### config.mk
export PLATFORM = sky130hd
export DESIGN_NAME = scalar_add_ctrl_flat
export DESIGN_NICKNAME = d
export VERILOG_FILES = /design/src/rtl/scalar_add_ctrl_if.sv /design/src/rtl/scalar_add_ctrl.sv /design/src/flat_wrapper.sv
export SDC_FILE = /design/constraint.sdc
export NUM_CORES = 1
export LEC_CHECK = 0
export ABC_AREA = 1
export BUFFER_PORTS_ARGS = -buffer_cell sky130_fd_sc_hd__buf_4
export CORE_MARGIN = 1.5
export CORE_UTILIZATION = 28
export DETAILED_ROUTE_END_ITERATION = 10
export PLACE_DENSITY = 0.43
export SYNTH_ARGS = -nofsm -noshare
export SYNTH_HDL_FRONTEND = slang
export SYNTH_SLANG_ARGS = --single-unit
### constraint.sdc
create_clock -name clock -period 1.7 [get_ports clock]
set_input_delay 0.255 -clock clock [delete_from_list [all_inputs] [get_ports clock]]
set_output_delay 0.255 -clock clock [all_outputs]
set_load 0.02 [all_outputs]
### src/rtl/scalar_add_ctrl_if.sv
// Host register bus for scalar_add_ctrl: single-cycle write/read strobes,
// a registered read return with its valid pulse, and the level interrupt.
interface scalar_add_ctrl_if #(
  parameter int WIDTH = 32
);
  logic             host_wr;
  logic             host_rd;
  logic [2:0]       host_addr;
  logic [WIDTH-1:0] host_wdata;
  logic [WIDTH-1:0] host_rdata;
  logic             host_rvalid;
  logic             irq;

  modport master (
    output host_wr, host_rd, host_addr, host_wdata,
    input  host_rdata, host_rvalid, irq
  );

  modport slave (
    input  host_wr, host_rd, host_addr, host_wdata,
    output host_rdata, host_rvalid, irq
  );
endinterface

### src/rtl/scalar_add_ctrl.sv
// Register-mapped scalar adder: host writes A/B and a start bit, a small FSM
// runs the add over LAT cycles, and the host polls STATUS/Y/CYCLES.
module scalar_add_ctrl #(
  parameter int               WIDTH    = 32,
  parameter int               LAT      = 2,
  parameter logic [WIDTH-1:0] ID_VALUE = WIDTH'(32'h5CA1_0ADD)
) (
  input logic              clock,
  input logic              reset,
  scalar_add_ctrl_if.slave host
);

  localparam int CNT_W = (LAT > 1) ? $clog2(LAT) : 1;

  typedef enum logic [1:0] {
    S_IDLE,
    S_LOAD,
    S_ADD,
    S_WRITE
  } state_t;

  state_t             state_q, state_d;
  logic [CNT_W-1:0]   cnt_q, cnt_d;
  logic               irq_en_q, irq_en_d;
  logic               busy_q, busy_d;
  logic               done_q, done_d;
  logic               carry_q, carry_d;
  logic [WIDTH-1:0]   a_q, a_d;
  logic [WIDTH-1:0]   b_q, b_d;
  logic [WIDTH-1:0]   op_a_q, op_a_d;
  logic [WIDTH-1:0]   op_b_q, op_b_d;
  logic [WIDTH-1:0]   y_q, y_d;
  logic [WIDTH-1:0]   cycles_q, cycles_d;
  logic [WIDTH-1:0]   rdata_q, rdata_d;
  logic               rvalid_q, rvalid_d;

  logic [WIDTH-1:0]   rd_mux;
  logic [WIDTH:0]     sum;
  logic               wr_ctrl, wr_status, wr_a, wr_b, idle;

  assign sum       = {1'b0, op_a_q} + {1'b0, op_b_q};
  assign idle      = (state_q == S_IDLE);
  assign wr_ctrl   = host.host_wr && (host.host_addr == 3'd0);
  assign wr_status = host.host_wr && (host.host_addr == 3'd1);
  assign wr_a      = host.host_wr && (host.host_addr == 3'd2);
  assign wr_b      = host.host_wr && (host.host_addr == 3'd3);

  // Read mux sees only current register values, so a same-cycle write is not visible.
  always_comb begin
    rd_mux = '0;
    case (host.host_addr)
      3'd0:    rd_mux = {{(WIDTH-2){1'b0}}, irq_en_q, 1'b0};
      3'd1:    rd_mux = {{(WIDTH-3){1'b0}}, carry_q, done_q, busy_q};
      3'd2:    rd_mux = a_q;
      3'd3:    rd_mux = b_q;
      3'd4:    rd_mux = y_q;
      3'd5:    rd_mux = cycles_q;
      3'd6:    rd_mux = ID_VALUE;
      default: rd_mux = '0;
    endcase
  end

  always_comb begin
    state_d  = state_q;
    cnt_d    = cnt_q;
    irq_en_d = irq_en_q;
    busy_d   = busy_q;
    done_d   = done_q;
    carry_d  = carry_q;
    a_d      = a_q;
    b_d      = b_q;
    op_a_d   = op_a_q;
    op_b_d   = op_b_q;
    y_d      = y_q;
    cycles_d = cycles_q;
    rdata_d  = rdata_q;
    rvalid_d = host.host_rd;

    if (host.host_rd) rdata_d = rd_mux;

    if (wr_ctrl)                        irq_en_d = host.host_wdata[1];
    if (wr_status && host.host_wdata[1]) done_d  = 1'b0;
    if (wr_a && idle)                   a_d      = host.host_wdata;
    if (wr_b && idle)                   b_d      = host.host_wdata;

    // FSM assignments come after the host writes so LOAD/WRITE override a W1C.
    case (state_q)
      S_IDLE: begin
        if (wr_ctrl && host.host_wdata[0]) state_d = S_LOAD;
      end
      S_LOAD: begin
        op_a_d   = a_q;
        op_b_d   = b_q;
        busy_d   = 1'b1;
        done_d   = 1'b0;
        cycles_d = WIDTH'(1);
        cnt_d    = CNT_W'(LAT - 1);
        state_d  = S_ADD;
      end
      S_ADD: begin
        cycles_d = cycles_q + WIDTH'(1);
        if (cnt_q == '0) state_d = S_WRITE;
        else             cnt_d   = cnt_q - CNT_W'(1);
      end
      S_WRITE: begin
        y_d      = sum[WIDTH-1:0];
        carry_d  = sum[WIDTH];
        done_d   = 1'b1;
        busy_d   = 1'b0;
        cycles_d = cycles_q + WIDTH'(1);
        state_d  = S_IDLE;
      end
      default: state_d = S_IDLE;
    endcase
  end

  always_ff @(posedge clock) begin
    if (reset) begin
      state_q  <= S_IDLE;
      cnt_q    <= '0;
      irq_en_q <= 1'b0;
      busy_q   <= 1'b0;
      done_q   <= 1'b0;
      carry_q  <= 1'b0;
      a_q      <= '0;
      b_q      <= '0;
      op_a_q   <= '0;
      op_b_q   <= '0;
      y_q      <= '0;
      cycles_q <= '0;
      rdata_q  <= '0;
      rvalid_q <= 1'b0;
    end else begin
      state_q  <= state_d;
      cnt_q    <= cnt_d;
      irq_en_q <= irq_en_d;
      busy_q   <= busy_d;
      done_q   <= done_d;
      carry_q  <= carry_d;
      a_q      <= a_d;
      b_q      <= b_d;
      op_a_q   <= op_a_d;
      op_b_q   <= op_b_d;
      y_q      <= y_d;
      cycles_q <= cycles_d;
      rdata_q  <= rdata_d;
      rvalid_q <= rvalid_d;
    end
  end

  assign host.host_rdata  = rdata_q;
  assign host.host_rvalid = rvalid_q;
  assign host.irq         = done_q & irq_en_q;

endmodule
### src/flat_wrapper.sv
// flat-port wrapper written by rule: the top's interface ports become plain ports
module scalar_add_ctrl_flat 
#(
  parameter int               WIDTH    = 32,
  parameter int               LAT      = 2,
  parameter logic [WIDTH-1:0] ID_VALUE = WIDTH'(32'h5CA1_0ADD)
)
  (clock, reset, host_host_wr, host_host_rd, host_host_addr, host_host_wdata, host_host_rdata, host_host_rvalid, host_irq);
  scalar_add_ctrl_if #(.WIDTH(WIDTH)) host_i ();
  input logic clock;
  input logic reset;
  input wire logic [$bits(host_i.host_wr)-1:0] host_host_wr;
  input wire logic [$bits(host_i.host_rd)-1:0] host_host_rd;
  input wire logic [$bits(host_i.host_addr)-1:0] host_host_addr;
  input wire logic [$bits(host_i.host_wdata)-1:0] host_host_wdata;
  output wire logic [$bits(host_i.host_rdata)-1:0] host_host_rdata;
  output wire logic [$bits(host_i.host_rvalid)-1:0] host_host_rvalid;
  output wire logic [$bits(host_i.irq)-1:0] host_irq;
  assign host_i.host_wr = host_host_wr;
  assign host_i.host_rd = host_host_rd;
  assign host_i.host_addr = host_host_addr;
  assign host_i.host_wdata = host_host_wdata;
  assign host_host_rdata = host_i.host_rdata;
  assign host_host_rvalid = host_i.host_rvalid;
  assign host_irq = host_i.irq;
  scalar_add_ctrl #(.WIDTH(WIDTH), .LAT(LAT), .ID_VALUE(ID_VALUE)) u_core (.clock(clock), .reset(reset), .host(host_i));
endmodule
==> metrics.cfg <==
[timing]
hold_viol=0
final_max_slew_viol_count=0
fin_crit_sh=1.12
finalSetupTns_ns=-1.74
final.setup_skew_ns=0.00895
worst_pin_slew_ns=0.435
fmaxAchievable_mhz=524
max_slew_margin=0.710
period_minus_slack_ns=1.91
hold-worst-slack_ns=0.0339
final.setup.worst_slack_ns=-0.207
rsz0062_at_grt=true
final-setup-viol-count=18

[synthesis]
synth_edf_count=0
synthCells=1782
ys_async_sr_fraction=0
yosysSeqAreaShare=0.396
syn_avg_cell_area_um2=6.58
yosys_warnings=0
synth_top_area_share=0.396
synthDominantAreaCellType=dfxtp_1
synth_cell_types=45
synth-seq-cells=232
synth_area_leaders=dfxtp_1 (40%), nand2_1 (14%), nor2_1 (11%), o21ai_0 (7.7%), inv_1 (6.4%)
ys.flop_type=dfxtp_1
mappedNetlistArea_mm2=0.0117
synthesis.nets=1859

[cts]
clk_path_buf_depth=3
cts_buffers=28
cts_root_buffer=clkbuf_16
cts_tree=built
htree_levels=1
path_clk_slew_ns=0.06
clock_sinks=232
clk_latency_ns=0.56

[final_layout]
fill_cells=4291
multiInputGateArea_mm2=0.00728
syn2layout_area_growth_pct=44.1
nets=2109
drive_above_1_share=0.298
final_common_cell=nand2_1
final_util=0.411
register_area_mm2=0.00473
antenna_cells=0
final_cell_mix=nand2_1 (340), nor2_1 (297), buf_4 (236)
design_area_mm2=0.0169

[grt]
grt_max_degree=74
antenna_found_initial=0
grt_pass1_wl_mm=69.3
grt_overflow=0
track_usage=0.205
grt_pass1_vias=11900

[power]
leakagePower_uw=0.00773
ir_drop_mv=0.764
power_uw=20700
p_per_area_mw_per_mm2=1220

[route]
vias=12200
via_per_inst=4.72
avgRoutedWirePerCell_um=17.5
drtAntennaViolNets=0
dr.pass1.iters=5
routed_wl_mm=45.2
drcViolationCount=0
drt_iter0_markers=729

[floorplanning]
fp.dieW_um=208
initial_core_util=0.285
io_pins=73
core_area_mm2=0.0411
die_area_mm2=0.0431
dieHeight_um=208
rows=74

[placed_design]
place_area_mm2=0.0141
dp_hpwl_mm=33.9
globalplace.congestion=0.880
portBuffers=72

[critical_path]
crit_required_ns=2.20
crit_path_end_kind=flop
path_class=reg2reg
critPathLaunchType=flop
arrival_ns=2.40
critPathMaxFanout=4
rrSetupSlack_ns=-0.21

[flow_run]
drv_cap=0

[worst_hold_path]
hold_class=in2reg

[outcome]
violations=setup timing
outcome=finished with violations

[synth_stat cells (2+ instances only)]
cell,instances
a31oi_1,3
nand3_1,57
xor2_1,5
buf_1,7
o22ai_1,6
buf_2,11
o21ai_0,181
nor2_1,329
o2111ai_1,19
a211oi_1,3
nand3_2,2
a22oi_1,6
dfxtp_1,232
ha_1,37
clkbuf_1,51
o21a_1,2
nor2_4,3
clkinv_1,2
nand3b_1,4
nor2_2,2
nand2_1,429
nand4_1,17
nor3_1,22
inv_2,3
nor3_2,2
o211ai_1,3
inv_1,201
nor3_4,2
xnor2_1,5
and2_1,3
nand2_2,6
buf_4,2
a21oi_1,111
a32o_1,3
[cell families (layout without fill, tap and decap cells)]
| group | count (synthesis) | count (layout) | share of synthesized area |
|---|---|---|---|
| and+or+nand+nor | 882 | 882 | 0.305 |
| AOI/OAI and AO/OA | 342 | 342 | 0.159 |
| buffers and inverters | 278 | 550 | 0.0914 |
| DFF | 232 | 232 | 0.396 |
| adders and majority gates | 38 | 38 | 0.0412 |
| xor gates and xnor gates | 10 | 10 | 0.00746 |
[stage by stage]
| step | setup slack (ns) | std cells |
|---|---|---|
| 5_1_grt | -0.317 | 2586 |
| 4_1_cts | -0.173 | 2571 |
| 6_report | -0.207 | 2586 |
| 2_1_floorplan | -0.0106 | 1782 |
| 3_5_place_dp | -0.326 | 2483 |
| 3_3_place_gp | -0.266 | 2483 |
[worst paths after layout]
kind,start,to,cells after the start
setup / recovery,u_core.op_b_q[0]$_SDFFE_PP0P_,u_core.y_q[28]$_SDFFE_PP0P_,12
hold / removal,host_host_wr,u_core.irq_en_q$_SDFFE_PP0P_,3
setup reg to reg,u_core.op_b_q[0]$_SDFFE_PP0P_,u_core.y_q[28]$_SDFFE_PP0P_,12
hold reg to reg,u_core.host.host_rdata[30]$_SDFFE_PP0P_,u_core.host.host_rdata[30]$_SDFFE_PP0P_,2
[registers in the layout, summed over array words and instances (netlist names), 2 cells and up]
| name | count |
|---|---|
| u_core.a_q | 32 |
| u_core.b_q | 32 |
| u_core.cycles_q | 32 |
| u_core.host.host_rdata | 32 |
| u_core.op_a_q | 32 |
| u_core.op_b_q | 32 |
| u_core.state_q | 2 |
| u_core.y_q | 32 |
[power breakdown]
part | leakage (uW) | switching (uW) | internal (uW)
Clock | 0.000494 | 2520 | 3980
Combinational | 0.00532 | 3940 | 3290
Sequential | 0.00191 | 687 | 6270
[layout make-up]
class | count | area share
clock buffers | 39 | 0.0487
multi-input cells | 1272 | 0.431
flip-flops and latches | 232 | 0.279
clock inverters | 13 | 0.0104
repair buffers | 292 | 0.146
inverters | 206 | 0.0461
well taps | 532 | 0.0394
[layer usage]
metal  global-route usage  share of wire  vias to the layer above
li1                     -              -                     6211
met1                0.287           0.48                     5674
met2                0.334           0.45                      250
met3               0.0250          0.044                       62
met4               0.0518          0.021                        0
met5                    0              0                        -
[timing repair]
item | in CTS | in global routing
hold buffers | 32 | 0
endpoints found under the hold margin | 64 | 0
endpoints found under the setup margin | 123 | 111
resized for setup | 144 | 219
gates cloned | 0 | 0
pin swaps | 21 | 95
setup buffers | 6 | 16
[worst max-delay path: stages, from the launching register on]
cell	delay, ns
dfxtp_2	0.34
ha_4	0.17
fa_2	0.37
nand3_2	0.09
nand3_4	0.11
nand3_2	0.08
nand3b_1	0.15
buf_4	0.19
nand2_4	0.05
nand3_2	0.08
nand2_2	0.08
nor2_2	0.04
nor2_1	0.08
Note: power is estimated with default switching activity, not from simulation.
